## src/rtl/shift_r_iter.sv

```systemverilog
// Iterative right shifter (SRL/SRA, optional rotate) moving up to STEP bits per clock.
// Define SHIFT_R_ROTATE_EN to enable rotate-right on i_rot; otherwise i_rot is ignored.
module shift_r_iter #(
    parameter int STEP = 4
) (
    input  logic        i_clk,
    input  logic        i_rst,
    input  logic        i_start,
    input  logic [31:0] i_rs,
    input  logic [4:0]  i_amount,
    input  logic        i_arith,
    input  logic        i_rot,
    output logic        o_busy,
    output logic        o_done,
    output logic [31:0] o_result
);

    localparam int SW = $clog2(STEP) + 1;

    typedef enum logic [1:0] {IDLE, SHIFT, DONE} state_t;

    state_t      state_q;
    logic [31:0] work_q;
    logic [4:0]  rem_q;
    logic        arith_q;
    logic        sign_q;
    logic        busy_q;
    logic        done_q;
    logic [31:0] result_q;
`ifdef SHIFT_R_ROTATE_EN
    logic        rot_q;
`endif

    logic [SW-1:0] s_d;
    logic [4:0]    rem_d;
    logic [31:0]   fill_d;
    logic [63:0]   wide_d;
    logic [31:0]   work_d;

    // Per-cycle step: shift {fill, work} so the vacated high bits take the fill pattern.
    always_comb begin
        s_d    = (rem_q < 5'(STEP)) ? rem_q[SW-1:0] : SW'(STEP);
        rem_d  = rem_q - 5'(s_d);
`ifdef SHIFT_R_ROTATE_EN
        fill_d = rot_q ? work_q : {32{arith_q & sign_q}};
`else
        fill_d = {32{arith_q & sign_q}};
`endif
        wide_d = {fill_d, work_q} >> s_d;
        work_d = wide_d[31:0];
    end

`ifndef SHIFT_R_ROTATE_EN
    logic unused_rot;
    assign unused_rot = i_rot;
`endif

    always_ff @(posedge i_clk or posedge i_rst) begin
        if (i_rst) begin
            state_q  <= IDLE;
            work_q   <= '0;
            rem_q    <= '0;
            arith_q  <= 1'b0;
            sign_q   <= 1'b0;
            busy_q   <= 1'b0;
            done_q   <= 1'b0;
            result_q <= '0;
`ifdef SHIFT_R_ROTATE_EN
            rot_q    <= 1'b0;
`endif
        end else begin
            case (state_q)
                IDLE: begin
                    done_q <= 1'b0;
                    if (i_start) begin
                        work_q  <= i_rs;
                        sign_q  <= i_rs[31];
                        arith_q <= i_arith;
`ifdef SHIFT_R_ROTATE_EN
                        rot_q   <= i_rot;
`endif
                        busy_q  <= 1'b1;
                        if (i_amount == 5'd0) begin
                            result_q <= i_rs;
                            done_q   <= 1'b1;
                            state_q  <= DONE;
                        end else begin
                            rem_q   <= i_amount;
                            state_q <= SHIFT;
                        end
                    end
                end
                SHIFT: begin
                    work_q <= work_d;
                    rem_q  <= rem_d;
                    if (rem_d == 5'd0) begin
                        result_q <= work_d;
                        done_q   <= 1'b1;
                        state_q  <= DONE;
                    end
                end
                DONE: begin
                    done_q  <= 1'b0;
                    busy_q  <= 1'b0;
                    state_q <= IDLE;
                end
                default: begin
                    done_q  <= 1'b0;
                    busy_q  <= 1'b0;
                    state_q <= IDLE;
                end
            endcase
        end
    end

    assign o_busy   = busy_q;
    assign o_done   = done_q;
    assign o_result = result_q;

endmodule

```

## config.mk

```make
export PLATFORM = sky130hd
export DESIGN_NAME = shift_r_iter
export DESIGN_NICKNAME = d
export VERILOG_FILES = /design/src/rtl/shift_r_iter.sv
export SDC_FILE = /design/constraint.sdc
export NUM_CORES = 1
export LEC_CHECK = 0
export ABC_CLOCK_PERIOD_IN_PS = 3700
export BUFFER_PORTS_ARGS = -buffer_cell sky130_fd_sc_hd__buf_4
export CAP_MARGIN = 20
export CORE_ASPECT_RATIO = 0.5
export CORE_MARGIN = 10
export CORE_UTILIZATION = 40
export DETAILED_ROUTE_END_ITERATION = 10
export PLACE_DENSITY = 0.58
export SYNTH_ARGS = -nofsm -noshare
export SYNTH_HDL_FRONTEND = slang
export SYNTH_SLANG_ARGS = --single-unit
```

## constraint.sdc

```tcl
create_clock -name i_clk -period 3.7 [get_ports i_clk]
set_clock_uncertainty 0.1 [all_clocks]
set_input_delay 0.74 -clock i_clk [delete_from_list [all_inputs] [get_ports i_clk]]
set_output_delay 0.74 -clock i_clk [all_outputs]
set_load 0.02 [all_outputs]
```

# Word level (Yosys, flattened, before mapping)
# Cells that the tools add are included.
# totals
wordCells,48
reg_bits,75
inputBits,42
# classes
n_addsub,1
n_reduce_logical,10
mux,20
shifts,1
bitwise,2
eq_ne,5
n_lt_le_gt_ge,1
# ops
op,count
2-to-1 mux 32 bit,4
one-hot mux 32 bit (2 select lines),2
>> shifter 64 x 3 -> 32 bit,1
zero test 5 bit,2
2-to-1 mux 5 bit,2
one-hot mux 5 bit (2 select lines),1
!= test 2 bit (second input constant),4
AND reduction 2 bit,4
2-to-1 mux 2 bit,3
less-than comparator 5 x 3 -> 1 bit (second input constant),1
subtractor 5 x 3 -> 5 bit,1
2-to-1 mux 1 bit,4
one-hot mux 1 bit (2 select lines),2
one-hot mux 2 bit (2 select lines),1
AND reduction 4 bit,1
2-to-1 mux 3 bit,1
AND reduction 3 bit,1
== test 2 x 1 -> 1 bit (second input constant),1
zero test 2 bit,1
nonzero test 2 bit,1
AND 1 bit,1
inverter 1 bit,1

# Longest topological paths before layout
# Gate-level depths: netlist of the first run.
# logic_depth
depth_word,6
mapped_depth,13

# Worst setup path after synthesis of the first run
# No wires, ideal clock.
# synth_timing
path_type,reg-to-reg
start,register rem_q[2]
end,register result_q[2] (netlist: o_result[2])
required_time_ns,3.475
n_path_buf,4
stages_incl_launch_ff,13
synth_period_minus_slack_ns,3.135
arrival_time_ns,2.910
path_slack_ns,0.565
setup_time_ns,0.125
cell_sequence,dfrtp_1 buf_2 or3_1 clkbuf_1 clkbuf_1 nand2_1 ha_1 or4_1 a21oi_2 a31oi_2 inv_2 buf_4 mux2_2
# synth_via
elab_chain_cells,6
elab_cells_between_ends,9
classes_between,add/sub: 1; order compare: 1; eq/ne: 1; shift: 1; mux: 3; reduce/logical: 2
# synth_lines
item,line_no,text
from (decl),24,logic [4:0] rem_q;
from (signal assigned),88,rem_q <= i_amount;
from (signal assigned),95,rem_q <= rem_d;
less-than comparator 5 x 3 -> 1 bit,42,s_d = (rem_q < 5'(STEP)) ? rem_q[SW-1:0] : SW'(STEP);
2-to-1 mux 3 bit,42,
subtractor 5 x 3 -> 5 bit,43,rem_d = rem_q - 5'(s_d);
zero test 5 bit,96,if (rem_d == 5'd0) begin
!= test 2 bit (no source line),--,
AND reduction 4 bit (no source line),--,
to (signal assigned),84,result_q <= i_rs;
to (signal assigned),97,result_q <= work_d;
to (decl),29,logic [31:0] result_q;
# Several ways; a longest one is shown, not always the timed one. The select of a mux whose other input is x is not followed.
# A chain may end at the register's enable or synchronous reset.

# Worst setup path after layout of the first run
# layout_timing
start,register rem_q[3]
end,register result_q[16] (netlist: o_result[16])
# Same word-level chain as after synthesis.

==> reports/summary.txt, run 1 <==
Ports = 76
Setup_tns = 0 ns
Setup ws final = 0.466 ns
Ys Warns = 0
Net Count, Synth = 519
Slew @ Worst Pin = 1.05 ns
Critical path class = reg2reg
Outcome = finished, final reports clean
Post-synth top cells = 75 x dfrtp_1, 68 x nand2_1, 37 x a21oi_1, 32 x o21ai_0, 27 x mux2_2
Peak supply drop = 0.411 mV
Worst reg2reg endpoint = o_result[16]
Vias in the first global route = 3,849
Worst-path cell chain = or3_1, nand2_1, ha_1, or4b_1, o41ai_1, a31o_2, a31oi_2, inv_2, buf_4, mux2i_1
WL/cell = 18.2 um
PwrDens = 1030 nW/um^2
Period utilisation layout = 87.4%
Final Max Slew Viols = 0
Clock Sinks = 75
CP max stage cell = dfrtp_1
Via count = 3,870
# nets final = 584
CTS tree = built
Layout fillers = 1,014
Initial antenna violation count = 0
Top post-synthesis cells by area = dfrtp_1 43%, mux2_2 6.9%, nand2_1 5.8%
Htree depth = 3
Worst hold path class = reg2reg
FF-to-FF Start = rem_q[3]
Ys flop type = dfrtp_1
Post-synth cell types = 57
Die H = 94.3 um
RSZ-0062 raised after global routing = no
M3 GR Usage = 4.55%
DRC Markers = 0
Die area = 15,900 um^2
Max clock buf depth = 2
Crit. End Element = register
Layout area overhead = 23.1%
Seq/Total Area, Yosys = 42.5%
Endpoints failing setup = 0
CP peak stage delay = 0.51 ns
Dpl hpwl = 8690 um
Syn_area_per_cell = 9.27 um^2
Vias/cell = 5.64
Post-cts resize count = 0
Total wire length = 12,500 um
Share of layout cells above drive strength 1 = 27.1%
Post-synth EDFFs = 0
Startpoint types = register
Lkg Pwr = 2.39 nW
Core area = 10,500 um^2
Mapped Cells = 476
Number of max-cap violations = 0
Met1 Usage GRT = 22.5%
Dominant cell by count in the synthesized netlist = dfrtp_1
Total Routing Usage GR = 15.9%
Synthesized flop and latch total = 75
Pre-CTS setup slack = 0.470 ns
R2R setup slack = 0.47 ns
First-pass GRT wire length = 20,700 um
WP data required = 3.86 ns
DRC marker count from the first detailed-route iteration = 325
Mapped cell area = 4410 um^2
Initial Util = 42.1%
Clk slew on worst S/H paths = 0.06 ns
Root Buffer = clkbuf_16
Worst Reg-to-Reg Cells = 10
Fmax = 309 MHz
Port Buffers = 74
Antenna-violating nets left = 0
Crit path time final = 3.23 ns
Worst slew margin = 29.8%
Final hold violation count = 0
Yosys top cell by area = dfrtp_1
Cts hold-fix bufs = 0
Clk_lat worst skew = 0.34 ns
Die span in x = 169 um
Number of cells on the worst hold path = 1
Setup bufs post-CTS = 0
Grt ovf = 0
Largest net degree at the start of global routing = 43
Crit Path Max Fanout = 17
Placer Congestion = 0.824
CTS buffer count = 9
Core Rows = 26
Busiest grt layer = met2
Worst Min Path Start = o_result[10]
Ys async rst share = 100%
Worst endpoint data arrival time = 3.40 ns
Met2 usage = 23.3%
DRT Pass-1 Iters = 5
Antenna diodes = 0
Yosys top cell area share = 42.5%
Worst Hold Path EP = o_result[10]
## per-layer routing
metal  up-vias  wire, um
met2       138      5320
met1      1856      6300
met3         4       825
met5         -         0
met4         0        62
li1       1872         -
## worst max path at each step
stage	start	to	cells past startpoint	slack, ns
finish	rem_q[3]	o_result[16]	10	0.47
global route	rem_q[3]	o_result[18]	10	0.20
CTS	rem_q[3]	o_result[13]	10	0.46
detailed placement	rem_q[3]	o_result[14]	10	0.47
global placement	rem_q[3]	o_result[19]	10	0.51
floorplan	rem_q[2]	o_result[2]	12	0.57
## sequential cells by signal, indices dropped and copies added (netlist names)
| register | cells |
|---|---|
| arith_q | 1 |
| o_busy | 1 |
| o_done | 1 |
| o_result | 32 |
| rem_q | 5 |
| sign_q | 1 |
| state_q | 2 |
| work_q | 32 |
## worst max-delay path: cells and delay by family, from the launching register on
| kind | cells | cell delay [ns] |
|---|---|---|
| AND/OR/NAND/NOR | 3 | 0.97 |
| AO/OA/AOI/OAI | 3 | 0.42 |
| flip-flops | 1 | 0.51 |
| buffers and inverters | 2 | 0.71 |
| multiplexers | 1 | 0.20 |
| adder cells (fa/ha/maj) | 1 | 0.25 |
## area by class of cell
class / instances / area [um^2] / area share, %
Multi-Input combinational cell: 344 / 2290 / 42.1
Clock inverter: 7 / 98.8 / 1.82
Sequential cell: 75 / 1880 / 34.5
Clock buffer: 9 / 225 / 4.15
Timing Repair Buffer: 90 / 688 / 12.7
Tap cell: 140 / 175 / 3.22
Inverter: 21 / 78.8 / 1.45
## metrics by stage
step                      power [mW]  area [um^2]  util [%]  hold WS, ns  cells
final                           5.61         5430      51.9        0.394    686
after global routing            6.07         5430      51.9        0.424    686
after CTS                       5.64         5430      51.9        0.404    686
after detailed placement        4.65         5110      48.8        0.383    670
after global placement          4.62         5110      48.8        0.379    670
after floorplan                 3.71         4410         -        0.350    476
## logic make-up (layout without fill, tap and decap cells)
logic type / count (synthesis) / count (layout) / synth area share (%)
flops: 75 / 75 / 42.5
compound gates: 166 / 166 / 25.0
other cells: 1 / 1 / 0.0850
buf+inv: 57 / 127 / 6.10
mux: 52 / 52 / 12.7
simple gates: 124 / 124 / 13.2
fa+ha+maj: 1 / 1 / 0.283
## layout by cell type (no fill, tap or decap), drive strengths merged, types with 3 or more instances in the layout
master   n
clkbuf   9
a211oi   6
o31a     4
and2     7
a21o    18
o22a     3
inv     23
o21ai   33
nand3    4
nand2   68
dfrtp   75
and3     5
mux2    30
nor2    22
a22oi    6
or4      3
a31oi   13
a221o   14
a21oi   38
buf     90
or4b     3
a221oi   4
mux2i   22
o22ai   16
## where the power goes
| part | total [mW] | leakage (nW) | internal [mW] | switching (mW) |
|---|---|---|---|---|
| Combinational | 2.92 | 1.35 | 1.31 | 1.61 |
| Sequential | 1.73 | 0.881 | 1.25 | 0.482 |
| Clock | 0.963 | 0.156 | 0.595 | 0.368 |
| Total | 5.61 | 2.39 | 3.15 | 2.46 |
(Power assumes the default switching activity.)
==> inputs of run 2 (changes only) <==
--- a/config.mk
+++ b/config.mk
@@ -10,9 +10,9 @@
 export CAP_MARGIN = 20
 export CORE_ASPECT_RATIO = 0.5
 export CORE_MARGIN = 10
-export CORE_UTILIZATION = 40
+export CORE_UTILIZATION = 32
 export DETAILED_ROUTE_END_ITERATION = 10
-export PLACE_DENSITY = 0.58
+export PLACE_DENSITY = 0.48
 export SYNTH_ARGS = -nofsm -noshare
 export SYNTH_HDL_FRONTEND = slang
 export SYNTH_SLANG_ARGS = --single-unit
==> run 2 against run 1 <==
- routed wire length is 6.5% higher
- combinational power hardly changed
- sequential cell count stayed put
- via count is 2.1% lower
- largest cell class unchanged
- critical path type unchanged
- maximum frequency rose by 1.4%
==> reports/summary.txt, run 2 (synthesized netlist as in run 1, its figures left out) <==
Lkg Pwr = 2.37 nW
Via count = 3,790
Core Rows = 30
Die area = 19,200 um^2
Endpoints failing setup = 0
Clk slew on worst S/H paths = 0.06 ns
CTS buffer count = 9
Layout fillers = 1,427
R2R setup slack = 0.51 ns
Worst Setup SP = rem_q[3]
DRT Pass-1 Iters = 4
Share of layout cells above drive strength 1 = 26.8%
Period utilisation layout = 86.2%
Cts hold-fix bufs = 0
FF/Latch Area = 1880 um^2
First-pass GRT wire length = 21,700 um
Max clock buf depth = 2
Slew @ Worst Pin = 0.955 ns
WP data required = 3.85 ns
Total Routing Usage GR = 14.3%
Antenna diodes = 0
Layout area overhead = 23.2%
Setup bufs post-CTS = 0
Htree depth = 3
Crit Path Max Fanout = 16
Total wire length = 13,300 um
Core area = 13,500 um^2
CTS tree = built
Clock Sinks = 75
Area of the multi-input gates = 2290 um^2
Root Buffer = clkbuf_16
Number of max-cap violations = 0
Placed insts = 706
Placer Congestion = 0.793
DRC marker count from the first detailed-route iteration = 346
Vias/cell = 5.26
Die span in x = 186 um
Worst reg2reg endpoint = o_result[21]
Clk_lat worst skew = 0.33 ns
Peak supply drop = 0.288 mV
Port Buffers = 74
Critical path class = reg2reg
Startpoint types = register
Worst hold path class = in2async
RSZ-0062 raised after global routing = no
Worst endpoint data arrival time = 3.34 ns
PwrDens = 1010 nW/um^2
Vias in the first global route = 3,909
Outcome = finished, final reports clean
Crit path time final = 3.19 ns
Die H = 103 um
Initial antenna violation count = 0
Setup_tns = 0 ns
Most frequent cells in the layout = 89 x buf_4, 75 x dfrtp_1, 68 x nand2_1, 37 x a21oi_1, 32 x o21ai_0
Final Max Slew Viols = 0
Antenna-violating nets left = 0
Crit. End Element = register
Grt ovf = 0
WL/cell = 18.5 um
DRC Markers = 0
CP endpoint = o_result[21]
Post-cts resize count = 0
Fmax = 313 MHz
Initial Util = 32.7%
# nets final = 585
Post-route insts no fill = 721
FF-to-FF Start = rem_q[3]
Commonest non-fill, non-tap cell in the layout = buf_4
Final hold violation count = 0
Worst Reg-to-Reg Cells = 10
Largest net degree at the start of global routing = 38
Ports = 76
Dpl hpwl = 9350 um
Worst slew margin = 35.8%
-- run 2: per-stage QoR --
| stage | setup WS [ns] | cell area [um^2] | power (mW) | utilization [%] | hold WS [ns] |
|---|---|---|---|---|---|
| global placement | 0.562 | 5150 | 4.67 | 38.1 | 0.379 |
| finish | 0.510 | 5440 | 5.50 | 40.3 | 0.392 |
| CTS | 0.496 | 5420 | 5.53 | 40.1 | 0.399 |
| detailed placement | 0.506 | 5150 | 4.70 | 38.1 | 0.385 |
| floorplan | 0.565 | 4410 | 3.71 | - | 0.350 |
| global route | 0.272 | 5440 | 5.96 | 40.3 | 0.419 |
-- run 2: report_power, final --
| group | internal [mW] | total [mW] | switching (mW) |
|---|---|---|---|
| Combinational | 1.33 | 2.94 | 1.62 |
| Sequential | 1.25 | 1.74 | 0.497 |
| Clock | 0.482 | 0.812 | 0.330 |
-- run 2: routing by layer --
layer  part of all wire [%]  global-route usage, %  routed length [um]  up-vias
met5                      0                      0                   0        -
met4                   0.41                   2.95                  55        0
met3                    6.3                   3.31                 843        4
met2                     44                   21.7                5850       91
met1                     49                   20.3                6570     1827
li1                       -                      -                   -     1868
-- run 2: layout make-up --
cell class              instances  share of cell area, %
clock buffers                  12                   4.72
clock inverters                 2                  0.230
inverters                      21                   1.47
multi-input cells             344                   42.1
flip-flops and latches         75                   34.5
well taps                     176                   4.05
repair buffers                 91                   12.9
-- run 2: how the worst min path moves through the flow --
stage                             end  cells past startpoint
after floorplan             work_q[0]                      2
after global placement    o_result[4]                      1
after detailed placement  o_result[4]                      1
after CTS                 o_result[4]                      1
after global routing      o_result[4]                      1
final                      state_q[0]                      2
-- run 2: critical path, cell delays in order (launching register included) --
cell and delay (ns):
dfrtp_1 0.51, or3_1 0.44, nand2_1 0.08, ha_1 0.25
or4b_1 0.45, o41ai_1 0.07, a31o_2 0.21, a31oi_2 0.15
inv_2 0.37, buf_4 0.27, mux2i_1 0.20
==> inputs of run 3 (changes only) <==
==> config.mk (replaced) <==
export PLATFORM = sky130hd
export DESIGN_NAME = shift_r_iter
export DESIGN_NICKNAME = d
export VERILOG_FILES = /design/src/rtl/shift_r_iter.sv
export SDC_FILE = /design/constraint.sdc
export NUM_CORES = 1
export LEC_CHECK = 0
export ABC_CLOCK_PERIOD_IN_PS = 3700
export CAP_MARGIN = 20
export CORE_ASPECT_RATIO = 0.5
export CORE_MARGIN = 10
export CORE_UTILIZATION = 41
export DETAILED_ROUTE_END_ITERATION = 10
export DONT_BUFFER_PORTS = 1
export PLACE_DENSITY = 0.53
export SYNTH_ARGS = -nofsm -noshare
export SYNTH_HDL_FRONTEND = slang
export SYNTH_SLANG_ARGS = --single-unit
==> run 3 against run 2 <==
- global-route usage is 2.1 points higher
- via count is 5.5% lower
- cell area is 8.7% lower
- total power is 0.66% lower
- register-to-register slack better by 0.15 ns
- final cell count is 15% lower
- hold slack worse by 0.33 ns
- critical path type unchanged
- largest power group unchanged
==> reports/summary.txt, run 3 (synthesized netlist as in run 1, its figures left out) <==
Total wire length = 12,600 um
Max clock buf depth = 2
Met2 usage = 23.5%
FF/Latch Area = 1880 um^2
Post-cts resize count = 0
Core area = 10,300 um^2
CTS tree = built
Layout fillers = 1,001
Vias/cell = 5.81
Met1 Usage GRT = 22.4%
Grt ovf = 0
Endpoints failing setup = 0
Die span in x = 167 um
Via count = 3,582
Startpoint types = register
Peak supply drop = 0.369 mV
Most frequent cells in the layout = 75 x dfrtp_1, 68 x nand2_1, 37 x a21oi_1, 32 x o21ai_0, 27 x mux2_2
Worst hold path class = in2async
Die H = 93.4 um
Ports = 76
Critical path class = reg2reg
Htree depth = 3
Area of the multi-input gates = 2290 um^2
First-pass GRT wire length = 20,500 um
Core Rows = 26
Total Routing Usage GR = 16.4%
Setup bufs post-CTS = 0
Min Hold Slack = 0.0602 ns
Commonest non-fill, non-tap cell in the layout = dfrtp_1
Dpl hpwl = 8680 um
Cts hold-fix bufs = 0
Layout area overhead = 12.5%
CTS buffer count = 9
Share of layout cells above drive strength 1 = 16.4%
Outcome = finished, final reports clean
Fin area = 4960 um^2
Dpl cell area = 4570 um^2
Fmax = 329 MHz
Antenna diodes = 0
RSZ-0062 raised after global routing = no
WL/cell = 20.5 um
DRC marker count from the first detailed-route iteration = 269
Period utilisation layout = 82.2%
Number of max-cap violations = 0
Pre-CTS setup slack = 0.671 ns
Clk slew on worst S/H paths = 0.06 ns
Busiest grt layer = met2
Root Buffer = clkbuf_16
Crit path time final = 3.04 ns
Slew @ Worst Pin = 1.04 ns
Crit. End Element = register
Die area = 15,600 um^2
WP data required = 3.87 ns
Setup ws final = 0.659 ns
Worst endpoint data arrival time = 3.21 ns
Vias in the first global route = 3,521
Initial antenna violation count = 0
DRC Markers = 0
# nets final = 514
DRT Pass-1 Iters = 6
Port Buffers = 0
Lkg Pwr = 2.08 nW
Placer Congestion = 0.827
Final Max Slew Viols = 0
Clock Sinks = 75
Worst slew margin = 30.9%
PwrDens = 1100 nW/um^2
M3 GR Usage = 6.27%
Initial Util = 42.7%
Placed insts = 598
Clk_lat worst skew = 0.34 ns
Final hold violation count = 0
Crit Path Max Fanout = 20
Post-route insts no fill = 616
Setup_tns = 0 ns
Largest net degree at the start of global routing = 58
Antenna-violating nets left = 0
## run 3: cell count changes in the layout (fill, tap and decap cells not counted), sizes merged
cell	change
bufinv	+3
buf	-72
clkinvlp	-1
clkbuf	+1
## run 3: power by group
group / internal [mW] / total (mW) / leakage, nW / switching, mW
combinational: 1.10 / 2.43 / 1.02 / 1.33
sequential: 1.24 / 1.97 / 0.881 / 0.725
clock: 0.713 / 1.06 / 0.179 / 0.347
total: 3.06 / 5.46 / 2.08 / 2.40
## run 3: final cells by class
type                            count  share of cell area [%]
Clock inverter                      4                    1.92
Multi-Input combinational cell    344                    46.1
Inverter                           21                    1.61
Sequential cell                    75                    37.8
Timing Repair Buffer               20                    3.63
Tap cell                          140                    3.53
Clock buffer                       12                    5.37
## run 3: worst paths after layout
path,depth (start not counted),start,to,slack [ns]
worst max-delay path,10,rem_q[3],o_result[25],0.66
worst min-delay path,1,i_rst,state_q[1],0.06
worst max register to register,10,rem_q[3],o_result[25],0.66
worst min register to register,2,work_q[0],work_q[0],0.42
max in group asynchronous,3,i_rst,o_result[21],2.69
min in group i_clk,2,work_q[0],work_q[0],0.42
## run 3: metrics by stage
stage	utilization (%)	total power, mW
finish	48.0	5.46
global route	48.0	5.91
CTS	47.7	5.49
detailed placement	44.2	4.41
global placement	44.2	4.39
floorplan	-	3.71
## run 3: per-layer routing
metal / vias to the layer above / routed length [um]
li1: 1729 / -
met1: 1730 / 6040
met2: 112 / 5450
met3: 11 / 1030
met4: 0 / 130
met5: - / 0
## run 3: critical path, cell delays in order, from the launching register on
cell and delay [ns]:
dfrtp_1 0.37, or3_1 0.39, nand2_1 0.08, ha_1 0.25, or4b_1 0.45, o41ai_1 0.07, a31o_2 0.21, a31oi_2 0.14
inv_2 0.45, buf_4 0.26, mux2i_1 0.19
